## src/rtl/lifo_arb_if.sv

```systemverilog
// Requester-side bus of the LIFO arbiter: two request/ack channels
// sharing one pop-data return.
interface lifo_arb_if #(
  parameter int DataWidth = 32
);
  logic                 REQA;
  logic                 REQB;
  logic                 WEA;
  logic                 WEB;
  logic [DataWidth-1:0] WDATAA;
  logic [DataWidth-1:0] WDATAB;
  logic                 ACKA;
  logic                 ACKB;
  logic                 ERRA;
  logic                 ERRB;
  logic [DataWidth-1:0] RDATA;

  modport master (
    output REQA, REQB, WEA, WEB, WDATAA, WDATAB,
    input  ACKA, ACKB, ERRA, ERRB, RDATA
  );

  modport slave (
    input  REQA, REQB, WEA, WEB, WDATAA, WDATAB,
    output ACKA, ACKB, ERRA, ERRB, RDATA
  );
endinterface

```

## src/rtl/lifo_arb.sv

```systemverilog
// Two-port round-robin front end for an external registered LIFO.
// One op in flight; accepted ops settle a cycle so the top refreshes.
module lifo_arb #(
  parameter int DataWidth = 32,
  parameter int Depth     = 16
) (
  input  logic                 CLK,
  input  logic                 RESET,
  lifo_arb_if.slave            bus,
  output logic [4:0]           COUNT,
  output logic                 FULL,
  output logic                 EMPTY,
  output logic                 L_PUSH,
  output logic                 L_POP,
  output logic [DataWidth-1:0] L_DTI,
  input  logic [DataWidth-1:0] L_DTO
);

  localparam logic [4:0] Cap = 5'(Depth);

  typedef enum logic [1:0] {
    IDLE,
    OP,
    SETTLE
  } state_e;

  state_e               state_q, state_d;
  logic                 prio_b_q, prio_b_d;
  logic [4:0]           count_q, count_d;
  logic                 acka_q, acka_d;
  logic                 ackb_q, ackb_d;
  logic                 erra_q, erra_d;
  logic                 errb_q, errb_d;
  logic                 push_q, push_d;
  logic                 pop_q, pop_d;
  logic [DataWidth-1:0] dti_q, dti_d;
  logic [DataWidth-1:0] rdata_q, rdata_d;

  logic                 pick_b;
  logic                 we;
  logic                 ok;
  logic [DataWidth-1:0] wd;

  always_comb begin
    state_d  = state_q;
    prio_b_d = prio_b_q;
    count_d  = count_q;
    acka_d   = 1'b0;
    ackb_d   = 1'b0;
    erra_d   = 1'b0;
    errb_d   = 1'b0;
    push_d   = 1'b0;
    pop_d    = 1'b0;
    dti_d    = dti_q;
    rdata_d  = rdata_q;
    pick_b   = 1'b0;
    we       = 1'b0;
    ok       = 1'b0;
    wd       = '0;
    unique case (state_q)
      IDLE: begin
        if (bus.REQA || bus.REQB) begin
          pick_b   = bus.REQB && (!bus.REQA || prio_b_q);
          we       = pick_b ? bus.WEB : bus.WEA;
          wd       = pick_b ? bus.WDATAB : bus.WDATAA;
          ok       = we ? (count_q != Cap) : (count_q != 5'd0);
          acka_d   = !pick_b;
          ackb_d   = pick_b;
          erra_d   = !pick_b && !ok;
          errb_d   = pick_b && !ok;
          push_d   = ok && we;
          pop_d    = ok && !we;
          // the stack top is registered, so it is captured at grant
          if (ok && we) dti_d = wd;
          if (ok && !we) rdata_d = L_DTO;
          prio_b_d = !pick_b;
          state_d  = OP;
        end
      end
      OP: begin
        unique case (1'b1)
          push_q:  count_d = count_q + 5'd1;
          pop_q:   count_d = count_q - 5'd1;
          default: count_d = count_q;
        endcase
        state_d = (push_q || pop_q) ? SETTLE : IDLE;
      end
      SETTLE: state_d = IDLE;
      default: state_d = IDLE;
    endcase
  end

  always_ff @(posedge CLK or negedge RESET) begin
    if (!RESET) begin
      state_q  <= IDLE;
      prio_b_q <= 1'b0;
      count_q  <= '0;
      acka_q   <= 1'b0;
      ackb_q   <= 1'b0;
      erra_q   <= 1'b0;
      errb_q   <= 1'b0;
      push_q   <= 1'b0;
      pop_q    <= 1'b0;
      dti_q    <= '0;
      rdata_q  <= '0;
    end else begin
      state_q  <= state_d;
      prio_b_q <= prio_b_d;
      count_q  <= count_d;
      acka_q   <= acka_d;
      ackb_q   <= ackb_d;
      erra_q   <= erra_d;
      errb_q   <= errb_d;
      push_q   <= push_d;
      pop_q    <= pop_d;
      dti_q    <= dti_d;
      rdata_q  <= rdata_d;
    end
  end

  assign bus.ACKA  = acka_q;
  assign bus.ACKB  = ackb_q;
  assign bus.ERRA  = erra_q;
  assign bus.ERRB  = errb_q;
  assign bus.RDATA = rdata_q;
  assign COUNT     = count_q;
  assign FULL      = (count_q == Cap);
  assign EMPTY     = (count_q == 5'd0);
  assign L_PUSH    = push_q;
  assign L_POP     = pop_q;
  assign L_DTI     = dti_q;

endmodule

```

## src/flat_wrapper.sv

```systemverilog
// flat-port wrapper written by rule: the top's interface ports become plain ports
module lifo_arb_flat 
#(
  parameter int DataWidth = 32,
  parameter int Depth     = 16
)
  (CLK, RESET, COUNT, FULL, EMPTY, L_PUSH, L_POP, L_DTI, L_DTO, bus_REQA, bus_REQB, bus_WEA, bus_WEB, bus_WDATAA, bus_WDATAB, bus_ACKA, bus_ACKB, bus_ERRA, bus_ERRB, bus_RDATA);
  lifo_arb_if #(.DataWidth(DataWidth)) bus_i ();
  input  logic CLK;
  input  logic RESET;
  output logic [4:0] COUNT;
  output logic FULL;
  output logic EMPTY;
  output logic L_PUSH;
  output logic L_POP;
  output logic [DataWidth-1:0] L_DTI;
  input  logic [DataWidth-1:0] L_DTO;
  input wire logic [$bits(bus_i.REQA)-1:0] bus_REQA;
  input wire logic [$bits(bus_i.REQB)-1:0] bus_REQB;
  input wire logic [$bits(bus_i.WEA)-1:0] bus_WEA;
  input wire logic [$bits(bus_i.WEB)-1:0] bus_WEB;
  input wire logic [$bits(bus_i.WDATAA)-1:0] bus_WDATAA;
  input wire logic [$bits(bus_i.WDATAB)-1:0] bus_WDATAB;
  output wire logic [$bits(bus_i.ACKA)-1:0] bus_ACKA;
  output wire logic [$bits(bus_i.ACKB)-1:0] bus_ACKB;
  output wire logic [$bits(bus_i.ERRA)-1:0] bus_ERRA;
  output wire logic [$bits(bus_i.ERRB)-1:0] bus_ERRB;
  output wire logic [$bits(bus_i.RDATA)-1:0] bus_RDATA;
  assign bus_i.REQA = bus_REQA;
  assign bus_i.REQB = bus_REQB;
  assign bus_i.WEA = bus_WEA;
  assign bus_i.WEB = bus_WEB;
  assign bus_i.WDATAA = bus_WDATAA;
  assign bus_i.WDATAB = bus_WDATAB;
  assign bus_ACKA = bus_i.ACKA;
  assign bus_ACKB = bus_i.ACKB;
  assign bus_ERRA = bus_i.ERRA;
  assign bus_ERRB = bus_i.ERRB;
  assign bus_RDATA = bus_i.RDATA;
  lifo_arb #(.DataWidth(DataWidth), .Depth(Depth)) u_core (.CLK(CLK), .RESET(RESET), .bus(bus_i), .COUNT(COUNT), .FULL(FULL), .EMPTY(EMPTY), .L_PUSH(L_PUSH), .L_POP(L_POP), .L_DTI(L_DTI), .L_DTO(L_DTO));
endmodule
```

## config.mk

```make
export PLATFORM = sky130hd
export DESIGN_NAME = lifo_arb_flat
export DESIGN_NICKNAME = d
export VERILOG_FILES = /design/src/rtl/lifo_arb_if.sv /design/src/rtl/lifo_arb.sv /design/src/flat_wrapper.sv
export SDC_FILE = /design/constraint.sdc
export NUM_CORES = 1
export LEC_CHECK = 0
export ABC_AREA = 1
export CAP_MARGIN = 20
export CORE_MARGIN = 10
export CORE_UTILIZATION = 41
export CTS_CLUSTER_SIZE = 16
export DETAILED_ROUTE_END_ITERATION = 7
export PLACE_DENSITY = 0.81
export SETUP_SLACK_MARGIN = 0.05
export SLEW_MARGIN = 20
export SYNTH_ARGS = -nofsm -noshare
export SYNTH_HDL_FRONTEND = slang
export SYNTH_SLANG_ARGS = --single-unit
```

## constraint.sdc

```tcl
create_clock -name CLK -period 1.67 [get_ports CLK]
set_clock_uncertainty 0.15 [all_clocks]
set_input_delay 0.2505 -clock CLK [delete_from_list [all_inputs] [get_ports CLK]]
set_output_delay 0.2505 -clock CLK [all_outputs]
set_load 0.005 [all_outputs]
```

==> results.py, run 1 <==
metrics = {
    "global_route": {
        "use_met1": 0.219,
        "grt_pass1_wl_mm": 21.1,
        "met2_usage": 0.330,
        "grt_pass1_vias": 4257,
        "grt_max_degree": 79,
        "grt_antenna_before_repair": 0,
        "grt-ovfl-total": 0,
        "grtUsageTotal": 0.196,
        "busiest_layer": "met2",
        "grtUsageMet3": 0.0870,
    },
    "logic_synthesis": {
        "synthTopCellsByCount": "277 x nand2_1, 78 x dfrtp_1, 32 x nand4_1, 12 x buf_2, 12 x inv_1",
        "syn_nets": 569,
        "synth-seq-area-share": 0.529,
        "synth_area_leaders": "dfrtp_1 53%, nand2_1 28%, nand4_1 5.4%, buf_2 1.6%, nand3_1 1.4%",
        "ys.flop_type": "dfrtp_1",
        "synth_area_um2": 3690,
        "synth_top_area_cell": "dfrtp_1",
        "syn-instance-count": 463,
        "synth_most_common_cell": "nand2_1",
        "synth.top_cell.area_share": 0.529,
        "synth_edf_count": 0,
        "ys_ff_latch": 78,
        "async_flop_share": 1.00,
        "ys_warn_count": 0,
        "ys_types": 25,
        "syn_area_per_cell_um2": 7.97,
    },
    "detailed_routing": {
        "ant_nets": 0,
        "wl_per_cell_um": 17.9,
        "drc": 0,
        "firstDrtPassIters": 4,
        "totalWireLength_mm": 14.4,
        "vias": 4049,
        "via_per_inst": 5.05,
        "drt-initial-drc-count": 172,
    },
    "floorplanning": {
        "core_um2": 8720,
        "ios": 179,
        "die-area_um2": 13200,
        "row_count": 34,
        "die_h_um": 115,
        "initial_core_util": 0.423,
        "die_w_um": 115,
    },
    "worst_setup_path": {
        "crit_arrival_ps": 1890,
        "startpoint_type": "flop",
        "startpoint": "u_core.COUNT[1]$_DFFE_PN0P_",
        "timing.rr.start": "u_core.COUNT[1]$_DFFE_PN0P_",
        "reg2reg_slack_ps": -100,
        "path_buf_inv": 6,
        "slowest_delay_ps": 400,
        "crit_path_cell_trace": "nor2_2 > buf_4 > buf_6 > nand3_4 > buf_6 > nand2_8 > inv_6 > nand2_8 > buf_12 > buf_16 > nand2_2 > nand2_1",
        "cp_slowest_cell": "dfrtp_1",
        "end_kind": "flop",
        "critPathMaxFanout": 5,
        "crit_family": "buffers and inverters",
        "worstSetupPathType": "reg -> reg",
        "critPathRequiredTime_ps": 1780,
    },
    "timing": {
        "clock.fmax_ghz": 0.565,
        "worst_pin_slew_ps": 424,
        "hold_viol": 0,
        "rsz0062_at_grt": "true",
        "fin_crit_ps": 1770,
        "final-setup-viol-count": 23,
        "maxSlewViolCount": 0,
        "finalWorstSetupSlack_ps": -101,
        "hold_slack_ps": 312,
        "fin_crit_sh": 1.06,
        "maxSlewHeadroom": 0.717,
    },
    "outcome": {
        "violations": "setup timing",
        "status": "complete, but fails checks",
    },
    "pwr": {
        "power_w": 0.0112,
        "power_density_nw_per_um2": 1680,
        "p_leak_nw": 3.64,
        "ir_drop_mv": 0.613,
    },
    "cells_and_area": {
        "finalNonFillerCells": 801,
        "area_growth_syn_to_layout_pct": 81.9,
        "final_nets": 796,
        "multi_input_area_um2": 1820,
        "n_fill_cell": 600,
        "antenna_cells": 0,
        "drive_above_1_share": 0.218,
        "seq_area_um2": 1950,
    },
    "clocking": {
        "cts_inserted_buffers": 9,
        "cts_root_buffer": "clkbuf_8",
        "htree_levels": 3,
        "clk_pin_slew_ps": 80,
        "clkLatencyLatePin_ps": 330,
        "cts_tree": "done",
        "cts.sinks": 78,
        "cts.path.max_buffers": 2,
    },
    "min_path": {
        "hold_path_class": "in -> async",
    },
    "placement": {
        "gp_congestion": 0.837,
        "dp_hpwl_mm": 9.46,
        "numPortBuffers": 178,
        "dp.cells": 751,
    },
    "run": {
        "drv_cap": 0,
    },
}
-- cells in the final DEF (no fill, tap or decap), types with 2 or more instances in the layout --
master	count
a21oi_2	4
buf_12	8
buf_16	6
buf_4	31
buf_6	15
bufinv_16	3
clkbuf_16	3
clkbuf_8	9
clkdlybuf4s50_1	99
dfrtp_1	77
dlygate4sd2_1	65
dlymetal6s2s_1	11
ha_4	2
inv_1	10
inv_2	2
nand2_1	231
nand2_2	36
nand2_4	13
nand2_8	2
nand3_1	7
nand3_4	3
nand4_1	32
nor2_2	4
nor2_8	2
o21ai_0	2
xor2_1	2
-- worst min-delay path: cells and delay by family --
kind                   cells  cell delay (ps)
buffers and inverters      3              960
-- per-layer routing --
metal | routed length (µm) | vias to the layer above | share of wire
met5 | 0 | - | 0
met4 | 199 | 0 | 0.014
met3 | 1510 | 16 | 0.10
met2 | 7400 | 196 | 0.52
met1 | 5260 | 1925 | 0.37
li1 | - | 1912 | -
-- worst paths after layout --
kind | endpoint | cells past startpoint
max | u_core.L_DTI[4]$_DFFE_PN0P_ | 12
min | u_core.L_DTI[11]$_DFFE_PN0P_ | 3
max reg2reg | u_core.L_DTI[4]$_DFFE_PN0P_ | 12
min reg2reg | u_core.L_DTI[11]$_DFFE_PN0P_ | 2
max in group asynchronous | u_core.L_POP$_DFF_PN0_ | 3
min in group CLK | u_core.L_DTI[11]$_DFFE_PN0P_ | 2
-- final cells by class --
class	instances	share of cell area
Timing Repair Buffer	240	0.375
Sequential cell	78	0.291
Multi-Input combinational cell	347	0.271
Tap cell	108	0.0201
Clock buffer	10	0.0190
Clock inverter	4	0.0145
Inverter	14	0.00895
-- per-stage QoR --
stage	setup TNS [ps]	instance area (µm²)	utilization	setup slack [ps]
final	-1340	6710	0.769	-101
after global routing	-4180	6710	0.769	-161
after CTS	-1580	6310	0.724	-97.0
after detailed placement	-11490	5730	0.657	-215
after global placement	-8000	5730	0.657	-144
after floorplan	0	3690	-	174
-- power by group --
part / internal (W) / switching (W) / total (W)
combinational: 0.00321 / 0.00304 / 0.00624
sequential: 0.00277 / 0.000580 / 0.00335
clock: 0.000978 / 0.000668 / 0.00165
-- repair_timing --
item                                    CTS  global route
setup buffers                            26             9
endpoints found under the setup margin   86            79
hold buffers                              1             0
resized for setup                       100            90
pin swaps                                 6            27
hold endpoints to repair                 78             0
cloned                                    6             5
-- flip-flops by register name (all words and copies together) (netlist names) --
name	cells
u_core.bus.ACKA	1
u_core.L_PUSH	1
u_core.COUNT	5
u_core.L_POP	1
u_core.prio_b_q	1
u_core.state_q	2
u_core.bus.RDATA	32
u_core.bus.ERRA	1
u_core.bus.ERRB	1
u_core.L_DTI	32
u_core.bus.ACKB	1
-- cells by family (layout without fill, tap and decap cells) --
kind of cell	after synthesis	count (layout)	share of synthesized area
AO/OA/AOI/OAI	6	6	0.00814
buffers and inverters	38	268	0.0529
XOR/XNOR	3	3	0.00712
flip-flops	78	78	0.529
AND/OR/NAND/NOR	334	334	0.387
adder cells (fa/ha/maj)	4	4	0.0156
Power figures use the tool's default switching activity.
==> inputs of run 2 (changes only) <==
CORE_UTILIZATION = 42   (was 41)
CTS_BUF_LIST = sky130_fd_sc_hd__clkbuf_4   (was not set)
HOLD_SLACK_MARGIN = 0.12   (was not set)
PLACE_DENSITY = 0.83   (was 0.81)
==> results.py, run 2 (synthesis gave the netlist of run 1 again) <==
metrics = {
    "worst_setup_path": {
        "startpoint_type": "flop",
        "critPathRequiredTime_ps": 1270,
        "crit_arrival_ps": 1370,
        "reg2reg_slack_ps": -80,
        "worstSetupPathType": "reg -> out",
        "end_kind": "primary output",
        "ff2ff_path_depth": 11,
        "critPathMaxFanout": 2,
        "rr_endpoint": "u_core.bus.ERRA$_DFF_PN0_",
        "timing.rr.start": "u_core.COUNT[0]$_DFFE_PN0P_",
    },
    "global_route": {
        "grt_pass1_vias": 4166,
        "grt_antenna_before_repair": 0,
        "grt_max_degree": 79,
        "met2_usage": 0.334,
        "grtUsageMet3": 0.0709,
        "grt-ovfl-total": 0,
        "grtUsageTotal": 0.198,
        "grt_pass1_wl_mm": 20.8,
        "use_met1": 0.224,
        "busiest_layer": "met2",
    },
    "outcome": {
        "status": "complete, but fails checks",
        "violations": "setup timing",
    },
    "pwr": {
        "p_switching_w": 0.00377,
        "pwr-share-comb": 0.554,
        "power_w": 0.00953,
        "ir_drop_mv": 0.682,
        "clockPowerShare": 0.110,
        "intPower_w": 0.00576,
        "p_leak_nw": 3.32,
        "power_density_nw_per_um2": 1550,
        "swShare": 0.396,
        "power_frac_seq": 0.336,
    },
    "clocking": {
        "clkLatencyLatePin_ps": 390,
        "clk_pin_slew_ps": 130,
        "cts_root_buffer": "clkbuf_4",
        "cts.path.max_buffers": 2,
        "htree_levels": 3,
        "cts.sinks": 78,
        "cts_tree": "done",
        "cts_inserted_buffers": 9,
    },
    "floorplanning": {
        "die_h_um": 114,
        "die-area_um2": 12900,
        "core_um2": 8640,
        "initial_core_util": 0.427,
        "ios": 179,
        "row_count": 34,
        "die_w_um": 114,
    },
    "cells_and_area": {
        "final_cell_mix": "273 x nand2_1, 100 x clkdlybuf4s50_1, 77 x dfrtp_1",
        "stdcell_area_um2": 6150,
        "layout_commonest_cell": "nand2_1",
        "finalNonFillerCells": 791,
        "area_growth_syn_to_layout_pct": 66.8,
        "final_nets": 785,
        "antenna_cells": 0,
        "drive_above_1_share": 0.143,
    },
    "timing": {
        "clock.fmax_ghz": 0.563,
        "rsz0062_at_grt": "true",
        "final-setup-viol-count": 8,
        "finalWorstSetupSlack_ps": -105,
        "hold_viol": 0,
        "fin_setup_tns_ps": -333,
        "maxSlewViolCount": 0,
        "maxSlewHeadroom": 0.722,
        "worst_pin_slew_ps": 417,
        "fin_crit_ps": 1770,
        "fin_crit_sh": 1.06,
    },
    "placement": {
        "numPortBuffers": 178,
        "dp.cells": 753,
        "gp_congestion": 0.804,
        "dp_hpwl_mm": 9.23,
        "placed_area_um2": 5750,
    },
    "detailed_routing": {
        "ant_nets": 0,
        "via_per_inst": 4.92,
        "wl_per_cell_um": 16.4,
        "firstDrtPassIters": 4,
        "vias": 3891,
        "drt-initial-drc-count": 163,
        "totalWireLength_mm": 12.9,
        "drc": 0,
    },
    "run": {
        "drv_cap": 0,
    },
    "min_path": {
        "hold_path_class": "in -> async",
    },
}
==> run 2: cell count changes in the layout (fill, tap and decap cells not counted), sizes merged <==
cell,before,now
buf,61,51
dlygate4sd2,65,71
clkdlybuf4s15,0,1
clkdlybuf4s50,99,100
clkinv,0,4
dlymetal6s2s,11,0
bufinv,3,1
nor2,7,8
==> run 2: power by group through the flow <==
| stage | clock network (W) | registers, W | logic (W) |
|---|---|---|---|
| 6_report | 0.00105 | 0.00321 | 0.00528 |
| 5_1_grt | 0.00116 | 0.00333 | 0.00585 |
| 4_1_cts | 0.00107 | 0.00320 | 0.00509 |
| 3_5_place_dp | 0 | 0.00327 | 0.00509 |
| 3_3_place_gp | 0 | 0.00324 | 0.00494 |
| 2_1_floorplan | 0 | 0.00335 | 0.00205 |
==> run 2: metal layers <==
layer | vias up | share of wire
met5 | - | 0
met4 | 0 | 0.022
met3 | 22 | 0.086
met2 | 157 | 0.49
met1 | 1825 | 0.40
li1 | 1887 | -
==> run 2: repair_timing <==
item,in CTS,in global routing
setup endpoints to repair,137,76
hold buffers,1,0
gates resized for setup,113,14
endpoints found under the hold margin,78,0
buffers inserted,17,3
gates cloned,2,2
pin swaps,7,6
==> run 2: through the flow <==
| step | hold slack (ps) | utilization | setup slack, ps |
|---|---|---|---|
| after detailed placement | 155 | 0.665 | -256 |
| after global routing | 237 | 0.712 | -201 |
| final | 227 | 0.712 | -105 |
| after CTS | 240 | 0.702 | -81.0 |
| after global placement | 146 | 0.665 | -199 |
| after floorplan | -195 | - | 174 |
==> run 2: cell type report <==
cell class	instances	area (µm²)
clock buffers	9	67.6
well taps	108	135
flip-flops and latches	78	1950
inverters	14	52.6
clock inverters	6	53.8
fillers	694	2480
repair buffers	228	2230
multi-input cells	348	1660
==> run 2: worst max-delay path: stages (launching register included) <==
cell	delay [ps]
dfrtp_1	410
nor2_2	160
buf_4	140
nand3_2	90
inv_2	90
buf_6	90
==> run 2: worst max-delay path by stage <==
stage               slack [ps]                            to                        start  depth (start not counted)
global route              -200                         EMPTY  u_core.COUNT[0]$_DFFE_PN0P_                          5
floorplan                  170   u_core.COUNT[4]$_DFFE_PN0P_  u_core.COUNT[0]$_DFFE_PN0P_                          7
CTS                        -80                         EMPTY  u_core.COUNT[2]$_DFFE_PN0P_                          5
finish                    -100                          FULL  u_core.COUNT[0]$_DFFE_PN0P_                          5
detailed placement        -260  u_core.L_DTI[27]$_DFFE_PN0P_                     bus_REQA                          7
global placement          -200  u_core.L_DTI[28]$_DFFE_PN0P_                     bus_REQB                          7
